## config.mk

```make
export PLATFORM = sky130hd
export DESIGN_NAME = conv_stream_feeder
export DESIGN_NICKNAME = d
export VERILOG_FILES = /design/src/rtl/conv_stream_feeder_pkg.sv /design/src/rtl/conv_feed_buffer.sv /design/src/rtl/conv_stream_feeder.sv
export SDC_FILE = /design/constraint.sdc
export NUM_CORES = 1
export LEC_CHECK = 0
export ABC_AREA = 1
export CAP_MARGIN = 15
export CORE_ASPECT_RATIO = 0.5
export CORE_MARGIN = 3
export CORE_UTILIZATION = 30
export DETAILED_ROUTE_END_ITERATION = 10
export GPL_ROUTABILITY_DRIVEN = 0
export HOLD_SLACK_MARGIN = 0.12
export MAX_ROUTING_LAYER = met4
export PLACE_DENSITY = 0.58
export SETUP_SLACK_MARGIN = 0.3
export SLEW_MARGIN = 20
export SYNTH_ARGS = -nofsm -noshare
export SYNTH_HDL_FRONTEND = slang
export SYNTH_SLANG_ARGS = --single-unit
```

## constraint.sdc

```tcl
create_clock -name Clk -period 6.6 [get_ports Clk]
set_clock_uncertainty 0.1 [all_clocks]
set_input_delay 0.99 -clock Clk [delete_from_list [all_inputs] [get_ports Clk]]
set_output_delay 0.99 -clock Clk [all_outputs]
set_load 0.02 [all_outputs]
```

## src/rtl/conv_stream_feeder_pkg.sv

```systemverilog
// Shared constants for the convolution stream feeder: word counts, FSM
// state encoding and the default data width.
`ifndef CONV_BIT_LENGTH
`define CONV_BIT_LENGTH 16
`endif

package conv_stream_feeder_pkg;
  localparam int DEFAULT_BIT_LENGTH = `CONV_BIT_LENGTH;
  localparam int WINDOW_WORDS       = 9;
  localparam int WORD_COUNT         = 2 * WINDOW_WORDS;
  localparam int IDX_W              = 5;

  localparam logic [2:0] ST_IDLE   = 3'd0;
  localparam logic [2:0] ST_SEND   = 3'd1;
  localparam logic [2:0] ST_CSTART = 3'd2;
  localparam logic [2:0] ST_WAIT   = 3'd3;
  localparam logic [2:0] ST_RESULT = 3'd4;
endpackage

```

## src/rtl/conv_feed_buffer.sv

```systemverilog
// 18-entry window+kernel register file: sequential load port with a fill
// count, and an asynchronous read port addressed by the streaming index.
module conv_feed_buffer
  import conv_stream_feeder_pkg::*;
#(
  parameter int BIT_LENGTH = DEFAULT_BIT_LENGTH
) (
  input  logic                  clk,
  input  logic                  srst,
  input  logic                  wr_en,
  input  logic [BIT_LENGTH-1:0] wr_data,
  input  logic                  cnt_clr,
  input  logic [IDX_W-1:0]      rd_idx,
  output logic [BIT_LENGTH-1:0] rd_data,
  output logic [IDX_W-1:0]      count
);
  logic [BIT_LENGTH-1:0] mem_q [WORD_COUNT];
  logic [BIT_LENGTH-1:0] mem_d [WORD_COUNT];
  logic [IDX_W-1:0]      count_q;
  logic [IDX_W-1:0]      count_d;

  // Contents need no reset: count gates both what is loaded and what is sent.
  genvar gi;
  generate
    for (gi = 0; gi < WORD_COUNT; gi++) begin : g_entry
      always_comb begin
        mem_d[gi] = mem_q[gi];
        if (wr_en && (count_q == IDX_W'(gi))) mem_d[gi] = wr_data;
      end

      always_ff @(posedge clk) begin
        mem_q[gi] <= mem_d[gi];
      end
    end
  endgenerate

  always_comb begin
    count_d = count_q;
    if (cnt_clr)    count_d = '0;
    else if (wr_en) count_d = count_q + IDX_W'(1);
  end

  always_ff @(posedge clk) begin
    if (srst) count_q <= '0;
    else      count_q <= count_d;
  end

  assign count   = count_q;
  assign rd_data = (rd_idx < IDX_W'(WORD_COUNT)) ? mem_q[rd_idx] : '0;
endmodule

```

## src/rtl/conv_stream_feeder.sv

```systemverilog
// Feeds one buffered 3x3 window and kernel into the convolution accelerator
// FIFO, starts it, and returns the final sum over a valid/ready port.
module conv_stream_feeder
  import conv_stream_feeder_pkg::*;
#(
  parameter int BIT_LENGTH = DEFAULT_BIT_LENGTH,
  parameter int TIMEOUT    = 1024
) (
  input  logic                  Clk,
  input  logic                  Rst,
  input  logic                  load_valid,
  input  logic [BIT_LENGTH-1:0] load_data,
  output logic                  load_ready,
  input  logic                  start,
  output logic                  busy,
  output logic [BIT_LENGTH-1:0] acc_data,
  output logic                  acc_wr,
  input  logic                  acc_full,
  output logic                  acc_cstart,
  input  logic                  acc_cready,
  input  logic [BIT_LENGTH-1:0] acc_finalsum,
  output logic                  res_valid,
  output logic [BIT_LENGTH-1:0] res_data,
  input  logic                  res_ready,
  output logic                  err_timeout
);
  localparam int TIMER_W = $clog2(TIMEOUT);

  logic [2:0]            state_q, state_d;
  logic [IDX_W-1:0]      idx_q, idx_d;
  logic [TIMER_W-1:0]    timer_q, timer_d;
  logic [BIT_LENGTH-1:0] res_data_q, res_data_d;
  logic                  err_q, err_d;
  logic                  cnt_clr;
  logic [IDX_W-1:0]      count;
  logic [BIT_LENGTH-1:0] buf_rd;

  assign load_ready = (state_q == ST_IDLE) && (count < IDX_W'(WORD_COUNT));
  assign acc_wr     = (state_q == ST_SEND) && !acc_full;
  assign acc_data   = (state_q == ST_SEND) ? buf_rd : '0;
  assign acc_cstart = (state_q == ST_CSTART);
  assign busy       = (state_q == ST_SEND) || (state_q == ST_CSTART) || (state_q == ST_WAIT);
  assign res_valid  = (state_q == ST_RESULT);
  assign res_data   = res_data_q;
  assign err_timeout = err_q;

  conv_feed_buffer #(.BIT_LENGTH(BIT_LENGTH)) u_buf (
    .clk     (Clk),
    .srst    (Rst),
    .wr_en   (load_valid && load_ready),
    .wr_data (load_data),
    .cnt_clr (cnt_clr),
    .rd_idx  (idx_q),
    .rd_data (buf_rd),
    .count   (count)
  );

  always_comb begin
    state_d    = state_q;
    idx_d      = idx_q;
    timer_d    = timer_q;
    res_data_d = res_data_q;
    err_d      = err_q;
    cnt_clr    = 1'b0;
    case (state_q)
      ST_IDLE: begin
        if (start && (count == IDX_W'(WORD_COUNT))) begin
          state_d = ST_SEND;
          idx_d   = '0;
          err_d   = 1'b0;
        end
      end
      ST_SEND: begin
        if (acc_wr) begin
          idx_d = idx_q + IDX_W'(1);
          if (idx_q == IDX_W'(WORD_COUNT - 1)) state_d = ST_CSTART;
        end
      end
      ST_CSTART: begin
        timer_d = '0;
        state_d = ST_WAIT;
      end
      ST_WAIT: begin
        // A result arriving on the expiry cycle still counts as success.
        if (acc_cready) begin
          res_data_d = acc_finalsum;
          state_d    = ST_RESULT;
        end else if (timer_q == TIMER_W'(TIMEOUT - 1)) begin
          err_d   = 1'b1;
          cnt_clr = 1'b1;
          state_d = ST_IDLE;
        end else begin
          timer_d = timer_q + TIMER_W'(1);
        end
      end
      ST_RESULT: begin
        if (res_ready) begin
          cnt_clr = 1'b1;
          state_d = ST_IDLE;
        end
      end
      default: state_d = ST_IDLE;
    endcase
  end

  always_ff @(posedge Clk) begin
    if (Rst) begin
      state_q    <= ST_IDLE;
      idx_q      <= '0;
      timer_q    <= '0;
      res_data_q <= '0;
      err_q      <= 1'b0;
    end else begin
      state_q    <= state_d;
      idx_q      <= idx_d;
      timer_q    <= timer_d;
      res_data_q <= res_data_d;
      err_q      <= err_d;
    end
  end
endmodule
```

==> metrics.cfg, run 1 <==
[clock_tree]
cts_root_buf=clkbuf_16
clock_path_buffers=3
numCtsBuffers=30
cts_tree=done
post_cts_resized=0
cts_max_level=1
clk_latency_ns=0.57
path_clk_slew_ns=0.07
hold_buffers=0
post_cts_buffers=0
numClockSinks=333

[floorplan]
placementRows=56
dieWidth_um=316
initial_core_util_pct=30.6
fp.dieH_um=161
coreArea_um2=47100
dieArea_um2=50800
io_pins=77

[critical_path]
crit_required_ns=5.51
critical_path_class=reg2out
startpoint_type=flop
cpMaxStageDelayCell=inv_4
cp_top_family=buffers and inverters
r2r_setup_slack_ns=3.58
cp.buffers_inverters=4
cp_common_cell=nand2_1
crit_chain=inv_4, buf_4, nand2_1, nand2_1, nand2_1, nand3_1, nand3_1, nand3_1, nand2_1, inv_1, clkdlybuf4s50_1
crit_arrival_ns=4.04
critPathMaxStageDelay_ns=0.87
end_kind=primary output
crit_fanout=94

[timing]
maxSlewHeadroom_pct=31.7
hold_viol_final=0
grt_setup_unrepaired=false
period_share_pct=77.7
fin_setup_tns_ns=0
tightest_slew_ns=1.03
setup_ws_ns=1.47
whs_ns=0.353
setup_viol=0
slew_violations=0
max_freq_mhz=195
period_minus_slack_ns=5.13

[global_routing]
grt_max_degree=95
overflow=0
antenna_found_initial=1
grt_pass1_vias=9575
grt_use_total_pct=15.0
grt_pass1_wl_mm=56.7

[layout]
syn_to_final_growth_pct=17.0
final_util_pct=35.8
layout-drive-gt1-share_pct=7.39
final_common_cell=nand2_1
layout_common_cells=488 x nand2_1, 288 x edfxtp_1, 210 x nand3_1
layout.nets=1569
nFillCells=4691

[pwr]
powerDensity_nw_per_um2=243
peakVddDrop_uv=188
cellLeakagePower_nw=6.71
power_mw=4.09

[routing]
drc=0
wl_mm=37.0
wl_per_cell_um=17.0
ant_nets=0
num_vias=10000
drt-pass1-iter-count=5
via_per_inst=4.59
drt_iter0_drc=802

[run]
drv_cap=0

[placement]
dp_hpwl_mm=20.0
dp_slack_ns=2.04
io_buffers=76

[synthesis]
synth_seq_cells=333
yosys_warnings=0
yosysSeqAreaShare_pct=66.4
syn_area_per_cell_um2=9.90
synth_area_um2=14400
synth_fp_nets=1501
synth_cell_types=32
syn_inst=1454

[run_status]
status=finished clean

[hold_path]
hp-class=reg2reg

## worst paths after layout
| check | startpoint | to | cells past startpoint |
|---|---|---|---|
| worst max-delay path | flop | acc_data[13] | 11 |
| worst min-delay path | err_timeout | err_timeout | 2 |
| worst max register to register | state_q[1] | u_buf.mem_q[1][1] | 8 |
| worst min register to register | err_timeout | err_timeout | 2 |
## cell type report
cell class              count  area, um^2  share of cell area (%)
well taps                 638         798                    4.74
clock buffers              37         830                    4.93
repair buffers            105         978                    5.81
clock inverters            16         113                   0.669
multi-input cells         860        3840                    22.8
flip-flops and latches    333        9550                    56.7
diodes                      1        2.50                  0.0149
inverters                 192         723                    4.29
## per-stage QoR
| stage | cell area [um^2] | instances |
|---|---|---|
| global placement | 15900 | 2128 |
| CTS | 16800 | 2181 |
| global route | 16800 | 2182 |
| detailed placement | 15900 | 2128 |
| finish | 16800 | 2182 |
| floorplan | 14400 | 1454 |
## tightest hold or removal path, cell delays in order (launching register included)
cell and delay (ns):
dfxtp_1 0.31, inv_1 0.04, a21oi_1 0.05
## logic make-up after synthesis
| logic type | Yosys count | synth area share [%] |
|---|---|---|
| AO/OA/AOI/OAI | 77 | 2.71 |
| XOR/XNOR | 3 | 0.183 |
| adder cells (fa/ha/maj) | 8 | 0.696 |
| buffers and inverters | 261 | 7.42 |
| flip-flops | 333 | 66.4 |
| AND/OR/NAND/NOR | 772 | 22.6 |
## Yosys cell counts, drive strengths merged
| library cell | count | share of area [%] |
|---|---|---|
| a21oi | 63 | 2.2 |
| and3 | 1 | 0.044 |
| buf | 43 | 1.7 |
| clkbuf | 26 | 0.68 |
| dfxtp | 45 | 6.3 |
| edfxtp | 288 | 60 |
| ha | 8 | 0.70 |
| inv | 192 | 5.0 |
| nand2 | 493 | 13 |
| nand3 | 212 | 7.5 |
| nand3b | 1 | 0.052 |
| nand4 | 6 | 0.26 |
| nor2 | 49 | 1.4 |
| nor3 | 5 | 0.17 |
| nor4 | 4 | 0.17 |
| o21ai | 13 | 0.45 |
| o22ai | 1 | 0.044 |
| or2 | 1 | 0.044 |
| xnor2 | 2 | 0.12 |
| xor2 | 1 | 0.061 |
## layer usage
metal	vias up	GRT usage (%)	part of all wire [%]
li1	4895	-	-
met1	4792	20.6	47
met2	279	23.3	45
met3	58	2.60	5.9
met4	0	3.48	2.2
met5	-	-	0
## flip-flops by register name (all words and copies together) (netlist names), named ones only
| signal | count |
|---|---|
| idx_q | 5 |
| res_data | 16 |
| u_buf.count | 5 |
| u_buf.mem_q | 288 |
| timer_q | 10 |
| err_timeout | 1 |
| state_q | 3 |
## where the power goes
group	switching, mW	total, mW	internal (mW)
Combinational	0.0696	0.106	0.0362
Sequential	0.00441	2.31	2.30
Clock	0.780	1.68	0.898
Total	0.855	4.09	3.24
Note: power is estimated with default switching activity, not from simulation.
==> inputs of run 2 (changes only) <==
==> constraint.sdc (replaced) <==
create_clock -name Clk -period 5.3 [get_ports Clk]
set_clock_uncertainty 0.1 [all_clocks]
set_input_delay 0.795 -clock Clk [delete_from_list [all_inputs] [get_ports Clk]]
set_output_delay 0.795 -clock Clk [all_outputs]
set_load 0.02 [all_outputs]
==> run 2 against run 1 <==
Against the previous run: non-clock buffer count decreased by 2; final cell count increased by 0.14%; critical path depth unchanged; via count increased by 0.65%; power increased by 27%; setup slack got worse by 0.26 ns; clock power increased by 32%; die area unchanged.
==> metrics.cfg, run 2 (synthesis results as in run 1) <==
[timing]
tightest_slew_ns=1.08
hold_viol_final=0
period_minus_slack_ns=4.09
setup_viol=0
slew_violations=0
maxSlewHeadroom_pct=28.1
fin_setup_tns_ns=0
whs_ns=0.355
period_share_pct=77.1
max_freq_mhz=245
setup_ws_ns=1.21
grt_setup_unrepaired=false

[critical_path]
crit_fanout=68
end_kind=primary output
cp_common_cell=nand2_1
startpoint_type=flop
crit_chain=inv_4, buf_12, nand2_1, nand2_1, nand2_1, nand3_1, nand3_1, nand3_1, nand2_1, inv_1, clkdlybuf4s50_1
critPathMaxStageDelay_ns=0.61
cpMaxStageDelayCell=clkdlybuf4s50_1
crit_arrival_ns=3.19
critical_path_class=reg2out
crit_required_ns=4.41
timing.rr.start=state_q[1]

[routing]
wl_per_cell_um=17.5
drt-pass1-iter-count=5
wl_mm=38.2
drc=0
drt_iter0_drc=976
ant_nets=0
via_per_inst=4.62
num_vias=10100

[placement]
dp.cells=2126
io_buffers=76
dp_hpwl_mm=20.4
placed_area_um2=15900
dp_slack_ns=1.76

[layout]
multi_input_area_um2=3860
nFillCells=4718
final_util_pct=35.9
final_common_cell=nand2_1
stdcell_area_um2=16900
layout_common_cells=488 x nand2_1, 288 x edfxtp_1, 210 x nand3_1
final_cells=2185
syn_to_final_growth_pct=17.6
layout-drive-gt1-share_pct=6.73
largest_register=u_buf.mem_q
layout.nets=1568
seq_area_um2=9550
largest_register_ff_count=288

[clock_tree]
post_cts_buffers=0
numCtsBuffers=31
clock_path_buffers=3
cts_tree=done
numClockSinks=333
path_clk_slew_ns=0.06
clk_latency_ns=0.59
hold_buffers=0
cts_root_buf=clkbuf_16
post_cts_resized=0
cts_max_level=1

[global_routing]
grt_use_total_pct=15.3
grt_max_degree=145
antenna_found_initial=1
grt_pass1_wl_mm=57.8
grt_pass1_vias=9483
overflow=0

[floorplan]
dieArea_um2=50800
initial_core_util_pct=30.6
fp.dieH_um=161
coreArea_um2=47100
dieWidth_um=316
io_pins=77
placementRows=56

[pwr]
cellLeakagePower_nw=6.72
power_mw=5.21
powerDensity_nw_per_um2=308
peakVddDrop_uv=229

[run_status]
status=finished clean

[hold_path]
hold_start=err_timeout
hp-class=reg2reg

[run]
drv_cap=0

## run 2: critical path: cells and delay by family, from the launching register on
kind          cells  cell delay [ns]
simple gates      7             0.68
flops             1             0.36
buf+inv           4             1.51
## run 2: report_power, final
group / switching [mW] / internal (mW)
combinational: 0.0891 / 0.0452
sequential: 0.00538 / 2.87
clock: 0.978 / 1.23
total: 1.07 / 4.14
## run 2: layout make-up
class	count	area share, %
Sequential cell	333	56.5
Multi-Input combinational cell	860	22.8
Timing Repair Buffer	103	5.84
Clock buffer	43	5.10
Tap cell	638	4.72
Inverter	192	4.28
Clock inverter	15	0.747
Antenna cell	1	0.0148
## run 2: routing by layer
| layer | share of wire (%) | GRT usage (%) | up-vias |
|---|---|---|---|
| met5 | 0 | - | - |
| met4 | 2.1 | 3.60 | 0 |
| met3 | 6.1 | 2.17 | 64 |
| met2 | 45 | 23.2 | 293 |
| met1 | 47 | 21.7 | 4828 |
| li1 | - | - | 4904 |
## run 2: final timing paths
kind                   endpoint  slack (ns)  cells after the start
max                 acc_data[2]        1.21                     11
min                 err_timeout        0.35                      2
max reg2reg  u_buf.mem_q[14][2]        2.10                      8
min reg2reg         err_timeout        0.35                      2
==> inputs of run 3 (changes only) <==
--- a/config.mk
+++ b/config.mk
@@ -14,7 +14,7 @@
 export GPL_ROUTABILITY_DRIVEN = 0
 export HOLD_SLACK_MARGIN = 0.12
 export MAX_ROUTING_LAYER = met4
-export PLACE_DENSITY = 0.58
+export PLACE_DENSITY = 0.59
 export SETUP_SLACK_MARGIN = 0.3
 export SLEW_MARGIN = 20
 export SYNTH_ARGS = -nofsm -noshare
==> constraint.sdc (replaced) <==
create_clock -name Clk -period 3.6 [get_ports Clk]
set_clock_uncertainty 0.1 [all_clocks]
set_input_delay 0.54 -clock Clk [delete_from_list [all_inputs] [get_ports Clk]]
set_output_delay 0.54 -clock Clk [all_outputs]
set_load 0.02 [all_outputs]
==> run 3 against run 2 <==
Against the previous run: non-clock buffer count up 18; first-iteration DRC count down 2.7%; global-route usage decreased by 0.33 points; clock power increased by 56%; final cell count is 0.73% higher; critical endpoint is now acc_data[4]; via count decreased by 0.18%; power increased by 51%; setup slack worse by 0.87 ns; final area increased by 2.0%; combinational power rose by 51%.
==> metrics.cfg, run 3 (synthesis results as in run 1) <==
[clock_tree]
cts_root_buf=clkbuf_16
path_clk_slew_ns=0.07
numClockSinks=333
clk_latency_ns=0.59
cts_tree=done
clock_path_buffers=3
numCtsBuffers=31
hold_buffers=0
cts_max_level=1

[critical_path]
r2r_setup_slack_ns=1.08
critical_path_class=reg2out
crit_fanout=22
end_kind=primary output
cp.buffers_inverters=3
timing.rr.start=state_q[1]
critPathMaxStageDelay_ns=0.59
reg2reg_to=u_buf.mem_q[14][11]
crit_cells=10
crit_arrival_ns=2.62
startpoint_type=flop
crit_chain=buf_6, nand2_1, nand2_1, nand2_1, nand3_1, nand3_1, nand3_1, nand2_1, inv_1, clkdlybuf4s50_1
reg2reg_depth=8
cpMaxStageDelayCell=clkdlybuf4s50_1
cp_common_cell=nand2_1
cp_top_family=buffers and inverters
crit_required_ns=2.96

[timing]
setup_ws_ns=0.342
period_minus_slack_ns=3.26
setup_viol=0
grt_setup_unrepaired=true
fin_setup_tns_ns=0
period_share_pct=90.5
max_freq_mhz=307
hold_viol_final=0
slew_violations=0
tightest_slew_ns=0.741
maxSlewHeadroom_pct=50.4

[routing]
num_vias=10100
wl_per_cell_um=16.8
ant_nets=0
wl_mm=37.1
via_per_inst=4.58
drt_iter0_drc=950
drc=0
drt-pass1-iter-count=5

[placement]
dp_slack_ns=0.627
io_buffers=76
dp_hpwl_mm=21.2

[floorplan]
placementRows=56
initial_core_util_pct=30.6
fp.dieH_um=161
coreArea_um2=47100
io_pins=77
dieWidth_um=316
dieArea_um2=50800

[global_routing]
grt_pass1_vias=9684
grt_use_total_pct=15.0
grt_max_degree=45
grt_pass1_wl_mm=56.7
antenna_found_initial=0
overflow=0

[pwr]
cellLeakagePower_nw=7.07
peakVddDrop_uv=343
powerDensity_nw_per_um2=456

[layout]
final_common_cell=nand2_1
largest_register_ff_count=288
largest_register=u_buf.mem_q
diodes=0
layout_common_cells=487 x nand2_1, 288 x edfxtp_1, 210 x nand3_1
layout.nets=1586
layout-drive-gt1-share_pct=8.70
syn_to_final_growth_pct=20.0

[run_status]
status=finished clean

[run]
drv_cap=0

[hold_path]
min_to=res_data[7]
hold_start=res_data[7]
hp-class=reg2reg
hold-path-cell-count=2

-- run 3: cell types whose count changed in the layout (fill, tap and decap cells not counted), moves of 5 or more --
cell	before	now
buf_4	25	32
clkinv_2	1	7
dlygate4sd2_1	0	6
dlymetal6s2s_1	0	7
clkinv_1	11	5
clkdlybuf4s50_1	76	62
buf_6	0	5
-- run 3: area by class of cell --
type	count	area (um^2)
Clock buffer	36	795
Multi-Input combinational cell	860	3850
Fill cell	4646	29800
Timing Repair Buffer	121	1270
Tap cell	638	798
Sequential cell	333	9560
Inverter	192	744
Clock inverter	21	249
-- run 3: metrics by stage --
step                      hold WS, ns  total power [mW]  std cells  utilization (%)  area [um^2]
after global placement          0.349              4.52       2138             34.0        16000
after CTS                       0.362              7.96       2201             36.6        17200
after floorplan                 0.372              4.38       1454                -        14400
final                           0.359              7.87       2201             36.7        17300
after global routing            0.383              8.14       2201             36.7        17300
after detailed placement        0.352              4.52       2138             34.0        16000
-- run 3: repair_timing --
item,4_1_cts,5_1_grt
setup endpoints to repair,16,10
hold endpoints to repair,0,0
setup buffers,2,0
resized for setup,24,12
gates cloned,4,0
-- run 3: worst max path at each step --
stage	start	end	slack (ns)
3_5_place_dp	flop	acc_data[13]	0.63
5_1_grt	flop	acc_data[5]	0.18
2_1_floorplan	state_q[1]	u_buf.mem_q[11][0]	0.35
3_3_place_gp	flop	acc_data[14]	0.65
4_1_cts	flop	acc_data[8]	0.29
6_report	flop	acc_data[4]	0.34
-- run 3: worst register-to-register path, stage by stage (launching register included) --
cell and delay, ns:
dfxtp_1 0.37, nor2_2 0.17, nand2_1 0.11, a21oi_2 0.27, nand2_2 0.28, inv_2 0.22, nand3_1 0.19, nor2_2 0.13
buf_4 0.35
-- run 3: metal layers --
layer	up-vias	part of all wire (%)	track usage [%]
met2	270	45	23.3
met4	0	2.1	3.54
li1	4943	-	-
met3	53	5.6	2.26
met5	-	0	-
met1	4805	47	20.7
-- run 3: power by group --
part	internal, mW	total (mW)	switching (mW)
logic	0.0668	0.203	0.136
clock network	1.95	3.44	1.49
registers	4.22	4.23	0.00776
total	6.24	7.87	1.64
